$ cat config.mk
export PLATFORM = sky130hd
export DESIGN_NAME = alib_bitstream_packer
export DESIGN_NICKNAME = d
export VERILOG_FILES = /design/src/rtl/alib_bitstream_packer.sv
export SDC_FILE = /design/constraint.sdc
export NUM_CORES = 1
export LEC_CHECK = 0
export BUFFER_PORTS_ARGS = -buffer_cell sky130_fd_sc_hd__buf_2
export CAP_MARGIN = 10
export CORE_UTILIZATION = 56
export CTS_BUF_LIST = sky130_fd_sc_hd__clkbuf_8 sky130_fd_sc_hd__clkbuf_16
export CTS_CLUSTER_DIAMETER = 60
export CTS_CLUSTER_SIZE = 40
export DETAILED_ROUTE_END_ITERATION = 7
export GPL_TIMING_DRIVEN = 1
export HOLD_SLACK_MARGIN = 0.03
export PLACE_DENSITY_LB_ADDON = 0.05
export SETUP_SLACK_MARGIN = 0.02
export SLEW_MARGIN = 20
export SYNTH_ARGS = -nofsm -noshare
export SYNTH_HDL_FRONTEND = slang
export SYNTH_SLANG_ARGS = --single-unit
$ cat constraint.sdc
create_clock -name i_clk -period 4.1 [get_ports i_clk]
set_clock_uncertainty 0.1 [all_clocks]
set_input_delay 1.025 -clock i_clk [delete_from_list [all_inputs] [get_ports i_clk]]
set_output_delay 1.025 -clock i_clk [all_outputs]
set_load 0.1 [all_outputs]
$ cat src/rtl/alib_bitstream_packer.sv
// alib_bitstream_packer
//
// Packs bytes from an upstream bit FIFO into DATA_WIDTH-bit AXI-Stream beats.
// Bytes are read one at a time and placed into byte lanes MSB first. A full
// word is emitted as a normal beat. An i_flush pulse ends the frame: the
// partial word, or an empty word, goes out as a beat with tlast set.
//
// Optional feature (macro ALIB_BITSTREAM_PACKER_STUFF_EN): every captured 0xFF
// byte is followed by an inserted 0x00 byte. If 0xFF lands in the last lane,
// the 0x00 goes into lane 0 of the next word before any further FIFO read.
// Without the macro, bytes pass through unmodified and no stuffing logic exists.
//
// Ports
//   i_clk, i_rst           clock (rising edge), synchronous active-low reset
//   o_fifo_rd_en           byte read request; data arrives on the next cycle
//   o_fifo_rd_len          read length in bits, always 8
//   i_fifo_rd_data         FIFO read data, first bitstream bit at bit 7
//   i_fifo_empty           FIFO holds fewer than 8 bits
//   i_fifo_bits_left       FIFO bit count, only looked at when a flush completes
//   i_flush                one-cycle end-of-frame pulse
//   o_m_t*, i_m_tready     AXI-Stream master
//   o_byte_count           wrapping count of emitted bytes, stuffed bytes included
//   o_residue_err          sticky: FIFO still held sub-byte bits at a flush
//   o_busy                 packer has work outstanding
//   o_state                current FSM state (S_FILL=0, S_OUT=1, S_LAST=2)
//
// Handshake: a beat transfers on a rising edge where o_m_tvalid and i_m_tready
// are both high. Once o_m_tvalid rises, o_m_tdata, o_m_tkeep and o_m_tlast stay
// stable and o_m_tvalid stays high until that transfer; o_m_tvalid never
// depends on i_m_tready.

module alib_bitstream_packer #(
  parameter int DATA_WIDTH = 32
) (
  input  logic                    i_clk,
  input  logic                    i_rst,
  output logic                    o_fifo_rd_en,
  output logic [3:0]              o_fifo_rd_len,
  input  logic [7:0]              i_fifo_rd_data,
  input  logic                    i_fifo_empty,
  input  logic [3:0]              i_fifo_bits_left,
  input  logic                    i_flush,
  output logic [DATA_WIDTH-1:0]   o_m_tdata,
  output logic [DATA_WIDTH/8-1:0] o_m_tkeep,
  output logic                    o_m_tvalid,
  output logic                    o_m_tlast,
  input  logic                    i_m_tready,
  output logic [31:0]             o_byte_count,
  output logic                    o_residue_err,
  output logic                    o_busy,
  output logic [1:0]              o_state
);

  localparam int NB = DATA_WIDTH / 8;
  localparam int LW = $clog2(NB + 1);

  typedef enum logic [1:0] {
    S_FILL = 2'd0,
    S_OUT  = 2'd1,
    S_LAST = 2'd2
  } state_t;

  state_t                state, state_nxt;
  logic [DATA_WIDTH-1:0] word, word_nxt;
  logic [NB-1:0]         keep, keep_nxt;
  logic [LW-1:0]         lane, lane_nxt;
  logic                  rd_inflight;
  logic                  flush_req, flush_req_nxt;
  logic                  stuff_pend;
  logic                  rd_req;
  logic                  fill;
  logic                  stuff_now;
  logic                  handshake;
  logic                  enter_last;
  logic [7:0]            fill_byte;
  logic [31:0]           keep_pop;
  logic [31:0]           byte_count;
  logic                  residue_err;

  // Next-state and datapath decode.
  always_comb begin
    state_nxt  = state;
    rd_req     = 1'b0;
    handshake  = 1'b0;
    enter_last = 1'b0;
    word_nxt   = word;
    keep_nxt   = keep;
    lane_nxt   = lane;

    // A byte lands in the word either from a completed FIFO read or from a
    // pending stuff byte; reads are blocked while stuffing, so never both.
    stuff_now = (state == S_FILL) && stuff_pend && !rd_inflight;
    fill      = (state == S_FILL) && (rd_inflight || stuff_now);
    fill_byte = rd_inflight ? i_fifo_rd_data : 8'h00;

    case (state)
      S_FILL: begin
        rd_req = !i_fifo_empty && !rd_inflight && !stuff_pend && !flush_req;
        if (fill && (lane == LW'(NB - 1))) begin
          state_nxt = S_OUT;
        end else if (flush_req && !rd_inflight && !stuff_pend && i_fifo_empty) begin
          state_nxt  = S_LAST;
          enter_last = 1'b1;
        end
      end
      S_OUT, S_LAST: begin
        if (i_m_tready) begin
          state_nxt = S_FILL;
          handshake = 1'b1;
        end
      end
      default: state_nxt = S_FILL;
    endcase

    if (handshake) begin
      word_nxt = '0;
      keep_nxt = '0;
      lane_nxt = '0;
    end else if (fill) begin
      for (int i = 0; i < NB; i++) begin
        if (lane == LW'(i)) begin
          word_nxt[DATA_WIDTH-1-8*i -: 8] = fill_byte;
          keep_nxt[NB-1-i]                = 1'b1;
        end
      end
      lane_nxt = lane + LW'(1);
    end

    // A pulse that coincides with the end of the previous frame belongs to
    // the next frame, so it is kept rather than cleared.
    if (handshake && (state == S_LAST)) begin
      flush_req_nxt = i_flush;
    end else begin
      flush_req_nxt = flush_req | i_flush;
    end
  end

  always_comb begin
    keep_pop = '0;
    for (int i = 0; i < NB; i++) begin
      keep_pop = keep_pop + 32'(keep[i]);
    end
  end

  always_ff @(posedge i_clk) begin
    if (!i_rst) begin
      state       <= S_FILL;
      word        <= '0;
      keep        <= '0;
      lane        <= '0;
      rd_inflight <= 1'b0;
      flush_req   <= 1'b0;
      byte_count  <= '0;
      residue_err <= 1'b0;
    end else begin
      state       <= state_nxt;
      word        <= word_nxt;
      keep        <= keep_nxt;
      lane        <= lane_nxt;
      rd_inflight <= rd_req;
      flush_req   <= flush_req_nxt;
      if (handshake) begin
        byte_count <= byte_count + keep_pop;
      end
      if (enter_last && (i_fifo_bits_left != 4'd0)) begin
        residue_err <= 1'b1;
      end
    end
  end

`ifdef ALIB_BITSTREAM_PACKER_STUFF_EN
  // Set when an 0xFF byte is captured; cleared once its 0x00 follower is in.
  // Survives the S_OUT phase when 0xFF filled the last lane.
  always_ff @(posedge i_clk) begin
    if (!i_rst) begin
      stuff_pend <= 1'b0;
    end else if (fill && rd_inflight && (i_fifo_rd_data == 8'hFF)) begin
      stuff_pend <= 1'b1;
    end else if (stuff_now) begin
      stuff_pend <= 1'b0;
    end
  end
`else
  assign stuff_pend = 1'b0;
`endif

  // Stream outputs are forced low while reset is held so nothing leaks out
  // before the first reset edge.
  assign o_fifo_rd_en  = rd_req & i_rst;
  assign o_fifo_rd_len = 4'd8;
  assign o_m_tvalid    = i_rst && (state != S_FILL);
  assign o_m_tlast     = i_rst && (state == S_LAST);
  assign o_m_tdata     = i_rst ? word : '0;
  assign o_m_tkeep     = i_rst ? keep : '0;
  assign o_byte_count  = byte_count;
  assign o_residue_err = residue_err;
  assign o_busy        = (state != S_FILL) || (lane != '0) || rd_inflight ||
                         stuff_pend || flush_req;
  assign o_state       = state;

endmodule

==> results of run 1 <==
per-stage QoR:
stage                     setup WS [ns]  hold slack (ns)
after detailed placement          0.783            0.343
after floorplan                   0.127            0.332
after CTS                         0.775            0.354
final                             0.817            0.350
after global routing              0.712            0.375
after global placement            0.842            0.339
logic make-up after synthesis:
group	share of synthesized area [%]
simple gates	33.0
mux	0.281
flops	42.7
other cells	0.211
compound gates	7.72
buf+inv	4.56
xor+xnor	7.12
fa+ha+maj	4.49
routing by layer:
layer	global-route usage, %	vias up	part of all wire (%)
met5	0	-	0
li1	-	1562	-
met4	7.19	0	1.1
met1	33.7	1460	47
met3	5.67	15	5.7
met2	40.3	98	46
final cells by class:
cell class	instances	area (um^2)	area share [%]
clock buffers	10	138	3.23
repair buffers	94	478	11.2
clock inverters	5	101	2.38
well taps	75	93.8	2.20
flip-flops and latches	76	1520	35.7
inverters	9	33.8	0.794
multi-input cells	318	1890	44.4
worst max-delay path: cells and delay by family:
| kind | cells | cell delay (ns) |
|---|---|---|
| buf+inv | 2 | 0.86 |
| simple gates | 1 | 0.27 |
registers in the layout, indices dropped and copies added (netlist names):
| signal | cells |
|---|---|
| o_byte_count | 32 |
| word | 32 |
| keep | 4 |
| lane | 3 |
| o_state | 2 |
| flush_req | 1 |
| o_residue_err | 1 |
| rd_inflight | 1 |
placed cells by master, fill, tap and decap left out, types with 8 or more instances in the layout:
master,Yosys,routed
sky130_fd_sc_hd__buf_2,7,91
sky130_fd_sc_hd__dfxtp_1,76,76
sky130_fd_sc_hd__nand2_1,72,72
sky130_fd_sc_hd__and2_1,69,69
sky130_fd_sc_hd__a21oi_1,37,37
sky130_fd_sc_hd__nand3_1,28,28
sky130_fd_sc_hd__xnor2_1,24,24
sky130_fd_sc_hd__nor2_1,13,13
sky130_fd_sc_hd__and3_1,11,11
sky130_fd_sc_hd__inv_1,9,10
sky130_fd_sc_hd__nand4_1,10,10
sky130_fd_sc_hd__clkbuf_8,0,10
sky130_fd_sc_hd__ha_1,8,8
worst max-delay path by stage:
stage / start / cells after the start / end / slack, ns
6_report: i_rst / 3 / o_fifo_rd_en / 0.82
5_1_grt: i_rst / 3 / o_fifo_rd_en / 0.71
4_1_cts: i_rst / 3 / o_fifo_rd_en / 0.78
3_5_place_dp: i_rst / 3 / o_fifo_rd_en / 0.78
2_1_floorplan: o_state[0] / 4 / o_m_tvalid / 0.13
3_3_place_gp: i_rst / 3 / o_fifo_rd_en / 0.84
where the power goes:
group	switching [mW]	internal (mW)
clock network	0.271	0.416
logic	0.122	0.0308
registers	0.0101	0.747
total	0.403	1.19
==> metrics list, run 1 <==
* CP max stage delay: ~0.43 ns
- Clock net sink count: between 70 and 80
- R2r worst-path depth: 10
- Post-layout min period: approximately 3.3 ns
- The worst hold path begins at word[20].
- Initial standard-cell utilization of the core: about three fifths
* Final number of hold-violating endpoints: 0
* Cell mode on critical path: sky130_fd_sc_hd__buf_2
- The number of global-route vias before repair is 2,673.
* Worst hold path class: reg -> reg
- Number of DRC violations after detailed routing: 0
- Total count of max-transition violations in the final report: 0
* Count of distinct cell types in the synthesized netlist: 39
- Register area share after synthesis: 42.7%
- The count of buffers added on input and output ports is 91.
- Highest Clock Rate: between 300 and 400 MHz
* Die height: ~80 um
- After detailed placement, the design holds a cell count of ~570.
- In this run the static leakage power is around 1.9 nW.
* Final setup violation count: 0
- Ratio of cells with drive above 1 in the final layout: between 20% and 30%
* Data arrival, critical path: between 2 and 2.5 ns
* CP Max Fanout: 44
* Req. time, crit path: between 2 and 3 ns
- Pwr Total: between 1.5 and 2 mW
- A synthesized cell averages 8.33 um^2.
- Before antenna repair, the detailed router went through 4 iterations.
* Clock buffer count from CTS: 9
- RSZ-0062 raised after global routing: false
* Area of placed instances: ~0.0040 mm^2
* Actual transition at the worst max-transition pin: ~0.7 ns
* Worst slew margin relative to its limit: between 50 and 60%
- Vias per cell: between 5 and 6
- Area of the mapped netlist: 0.00357 mm^2
- In the synthesized netlist, the cells that appear most often are sky130_fd_sc_hd__dfxtp_1 (76), sky130_fd_sc_hd__nand2_1 (72), sky130_fd_sc_hd__and2_1 (69).
- Number of enable-type register cells in the synthesized netlist: 0
- IR analysis of the VDD net gives a maximum drop of 220 uV.
* Max-Cap Viols: 0
* Setup slack, reg-to-reg: approximately 1.1 ns
- The total overflow left after global routing is 0.
- The worst hold path was traced through 2 stages.
* GRT Overall Usage: roughly 25%
* Launching point of the worst reg2reg path: keep[0]
- By instance count, the leading cell after synthesis is sky130_fd_sc_hd__dfxtp_1.
- By startpoint and endpoint, the worst setup path is classified as in -> out.
* Antenna-violating nets left: 0
* Setup Buffers After CTS: 0
* Post-DR wirelength/cell: about 14 um
* Fraction of synthesized cell area taken by the top area cell type: 42.7%
- Gates resized during post-CTS repair numbered 0.
* Most instantiated flip-flop cell in the synthesis netlist: sky130_fd_sc_hd__dfxtp_1
- For this run, the share of the core covered by cells in the final layout is 70.6%.
- Final period utilization: 80.1%
- After legalization and detailed placement, the total HPWL measured about 5500 um.
- In this run the standard cell core region covers 0.00603 mm^2.
- Clock latency on the worst-skew pair, taken at its later pin, is 0.34 ns.
- The floorplan has 28 rows.
- Clock tree buffer depth: 2
- Clock-pin slew was measured on the worst setup and hold paths at roughly 0.08 ns.
* Final Non-Filler Cells: about 590
- After the first detailed-routing iteration, the DRC count stood at ~140.
- Routability cong.: 0.760
- By area the synthesized netlist is led by sky130_fd_sc_hd__dfxtp_1 (43%), sky130_fd_sc_hd__and2_1 (12%), sky130_fd_sc_hd__nand2_1 (7.6%).
- Fraction of registers with async set or reset after synthesis: 0%
- Hold repair after CTS inserted 0 buffers.
- STA classifies the critical path startpoint as an input pin.
* CTS tree: built
- Synthesis handed over a netlist of 428 instances.
- Synth Register Bits: 76
* Synthesis-to-layout area growth: 19.3%
- Adding up every negative setup slack in the final design gives 0 ns.
* Largest area contributor in the netlist: sky130_fd_sc_hd__dfxtp_1
- Final net count: ~540
- Wire length of the first global-routing pass: approximately 13,000 um
- Diodes inserted: 0
- The initial antenna violation count is 0.
- The worst setup path is captured at an output port.
- The tree is rooted in a sky130_fd_sc_hd__clkbuf_8.
- Worst-case hold path end point: word[20]
- Power per standard cell area: 375 mW/mm^2
- Entering global routing, the biggest net connects between 40 and 50 pins.
- The die covers around 0.0067 mm^2.
* Number of H-tree levels: 3
* Layout filler cell count: around 510
* Boundary pin count: 96
* Slowest cell on the critical path: sky130_fd_sc_hd__buf_2
- The critical path goes through buf_2 > and4b_1 > buf_2.
* Total detailed-routing wirelength: 7980 um
- Total non-filler cell area in the finished layout: ~0.0043 mm^2
- The run finished with clean final reports.
- Die Wd: 81.8 um
* Warnings, synthesis: 0
- The routed layout has about 3,100 vias.
* Worst r2r dst: o_byte_count[30]
Note: power is estimated with default switching activity, not from simulation.
==> inputs of run 2 (changes only) <==
Settings changed: CORE_UTILIZATION 56 to 47.
Clock period 4.1 ns to 2.88 ns, I/O delays scaled along.
==> metrics list, run 2 (synthesis gave the netlist of run 1 again) <==
* Sum of overflow across all layers after global routing: 0 (unchanged)
- Layout filler cell count: 627 (+23%)
- Antenna-violating nets left: 0 (unchanged)
- The number of optimization iterations in the first detailed-route pass came to 4 (unchanged).
- Worst hold path class: reg -> reg
* Final number of hold-violating endpoints: 0 (unchanged)
- The count of port buffers added during placement is 91 (unchanged).
- The static power due to leakage is 2.03 nW (+5.4%).
* Vias per cell: 5.10 (-4.5%)
* Diodes inserted: 0 (unchanged)
* Result of the run: complete, no violations
- Launch point of the worst hold path: word[10]
- The initial core utilization is 48.9% (-10 points).
- The flop-to-flop setup slack was 0.19 ns (-0.95 ns).
- The max-cap check violation count is 0 (unchanged).
* Cells traversed along the worst timing path: fa_1 > inv_1 > fa_2 > inv_1 > fa_2 > nand2_1 > and4bb_2 > buf_6 > nand4_1 > xnor2_1 > and2_1
* RSZ-0062 raised after global routing: false
- The worst max-slew margin expressed relative to the limit was 66.0% (+12 points).
- Maximum VDD drop: 276 uV (+26%)
* R2r worst-path depth: 11 (+1)
* CP Max Fanout: 6 (-86%)
- The total I/O pin count was 96 (unchanged).
- The total power per unit cell area is 412 mW/mm^2 (+9.8%).
* Final period utilization: between 90% and 100%
- For hold timing, the worst endpoint is word[10].
- The initial DRC count came to 93 (-31%).
- The endpoint arrival time on the critical path came to 2.82 ns (+0.66 ns).
* Clock net sink count: 76 (unchanged)
* Insertion delay to the later sink of the worst-skew pair: 0.33 ns (about the same)
* CTS tree: built
- Launching point of the worst reg2reg path: keep[0]
- The detailed placer's ending HPWL was 6080 um (+11%).
* Floorplan die area: 0.00794 mm^2 (+19%)
- Derived from the worst setup path, the maximum achievable clock frequency is 371 MHz.
* Ratio of cells with drive above 1 in the final layout: 23.0% (+1.7 points)
- The final routed DRC violation total came to 0 (unchanged).
* Final net count: 542 (+1.1%)
- The die extent in x came to 89.1 um (+8.9%).
* Req. time, crit path: 3.01 ns (+0.04 ns)
* Via count: 3,125 (-0.32%)
* Post-DR wirelength/cell: 13.7 um (+0.87%)
- Dpl ws: 0.151 ns (-0.632 ns)
* Total number of placement rows: 31 (+11%)
* Slowest cell on the critical path: sky130_fd_sc_hd__fa_1
- The post-detailed-placement cell area is 0.00470 mm^2 (+17%).
- Most common cell after layout, fill and taps aside: sky130_fd_sc_hd__dfxtp_1
* Post-layout min period: ~2.7 ns
- The final wirelength came to 8410 um (+5.3%).
- Top delay family on crit path: adder cells
* Core box area: 0.00729 mm^2 (+21%)
- The largest buffer count on any clock path came to 2 (unchanged).
- The worst setup slack after layout was 0.188 ns (-0.629 ns).
* Hold depth: 2 (unchanged)
- Clock buffer count from CTS: 9 (unchanged)
* Utilization after layout: 66.9% (-3.8 points)
- Initial antenna violation count: 0 (unchanged)
- Actual transition at the worst max-transition pin: 0.509 ns (-0.187 ns)
* Total non-filler cell area in the finished layout: 0.00488 mm^2 (+15%)
* Root buffer cell: sky130_fd_sc_hd__clkbuf_8
- Die height: 89.1 um (+8.9%)
- Pin count of the biggest net entering global routing: 26 (-42%)
- In this run the critical register-to-register path is captured at o_byte_count[28].
- The count of hold-fix buffers inserted at cts is 0 (unchanged).
* Via count of the first global-routing pass: 2,808 (+5.1%)
- Final setup violation count: 0 (unchanged)
* Wire length of the first global-routing pass: 13,200 um (+3.4%)
- Relative to the synthesized area, the layout overhead comes to 36.7%.
- Leading cell types in the layout, fill and taps excluded: sky130_fd_sc_hd__dfxtp_1 (75), sky130_fd_sc_hd__nand2_1 (72), sky130_fd_sc_hd__and2_1 (69)
- Total count of max-transition violations in the final report: 0 (unchanged)
- The buffering stage count on the worst path with inverters included came to 3 (+1).
* Worst setup EP type: flop
- The worst setup path is launched from a flop.
- Clock input transition at the sequential cells of the worst setup and hold paths: 0.07 ns (about the same)
- Setup_tns: 0 ns (unchanged)
* Startpoint-to-endpoint class of the critical path: reg -> reg
- The delay of the slowest cell on the worst path came to 0.53 ns (+0.10 ns).
* Number of H-tree levels: 3 (unchanged)
- The global-route usage over all layers is 21.7% (-3.4 points).
* Routability cong.: 0.832 (+9.6%)
run 2: cell count changes in the layout (fill, tap and decap cells not counted), moves of 2 or more:
cell and delta:
sky130_fd_sc_hd__buf_4 +3, sky130_fd_sc_hd__fa_2 +2, sky130_fd_sc_hd__fa_1 -2, sky130_fd_sc_hd__buf_2 -39
sky130_fd_sc_hd__bufinv_16 -3, sky130_fd_sc_hd__buf_12 +41
run 2: routing by layer:
layer / vias to the layer above / track usage [%] / wire (um)
met4: 0 / 8.66 / 159
met2: 84 / 37.2 / 4120
met5: - / 0 / 0
met1: 1460 / 26.7 / 3690
li1: 1566 / - / -
met3: 15 / 4.62 / 438
run 2: how the worst max path moves through the flow:
stage | start | endpoint | slack, ns | depth (start not counted)
2_1_floorplan | o_state[0] | o_fifo_rd_en | 0.01 | 4
3_3_place_gp | keep[0] | o_byte_count[28] | 0.25 | 11
3_5_place_dp | keep[0] | o_byte_count[30] | 0.15 | 11
4_1_cts | keep[0] | o_byte_count[30] | 0.14 | 11
5_1_grt | keep[0] | o_byte_count[22] | 0.03 | 11
6_report | keep[0] | o_byte_count[28] | 0.19 | 11
run 2: cell type report:
cell class	count	area, um^2	area share [%]
repair buffers	100	1140	23.3
inverters	9	33.8	0.693
well taps	99	124	2.54
clock buffers	11	151	3.10
flip-flops and latches	76	1520	31.2
multi-input cells	318	1910	39.1
run 2: worst min-delay path: cells and delay by family, from the launching register on:
family | cells | cell delay (ns)
simple gates | 1 | 0.05
flops | 1 | 0.31
compound gates | 1 | 0.05
run 2: repair_timing:
action / in CTS / in global routing
setup buffers: 0 / 1
resized for setup: 0 / 5
endpoints found under the setup margin: 0 / 7
run 2: through the flow:
stage / cells / hold slack, ns / total power [mW]
3_3_place_gp: 600 / 0.337 / 1.35
6_report: 613 / 0.350 / 2.01
2_1_floorplan: 430 / 0.332 / 1.28
4_1_cts: 611 / 0.351 / 2.03
3_5_place_dp: 600 / 0.342 / 1.35
5_1_grt: 613 / 0.372 / 2.08
run 2: where the power goes:
part / internal [mW] / switching (mW) / total, mW / leakage, nW
logic: 0.0686 / 0.184 / 0.253 / 1.34
clock network: 0.337 / 0.346 / 0.682 / 0.0791
registers: 1.06 / 0.00933 / 1.07 / 0.614
total: 1.47 / 0.540 / 2.01 / 2.03
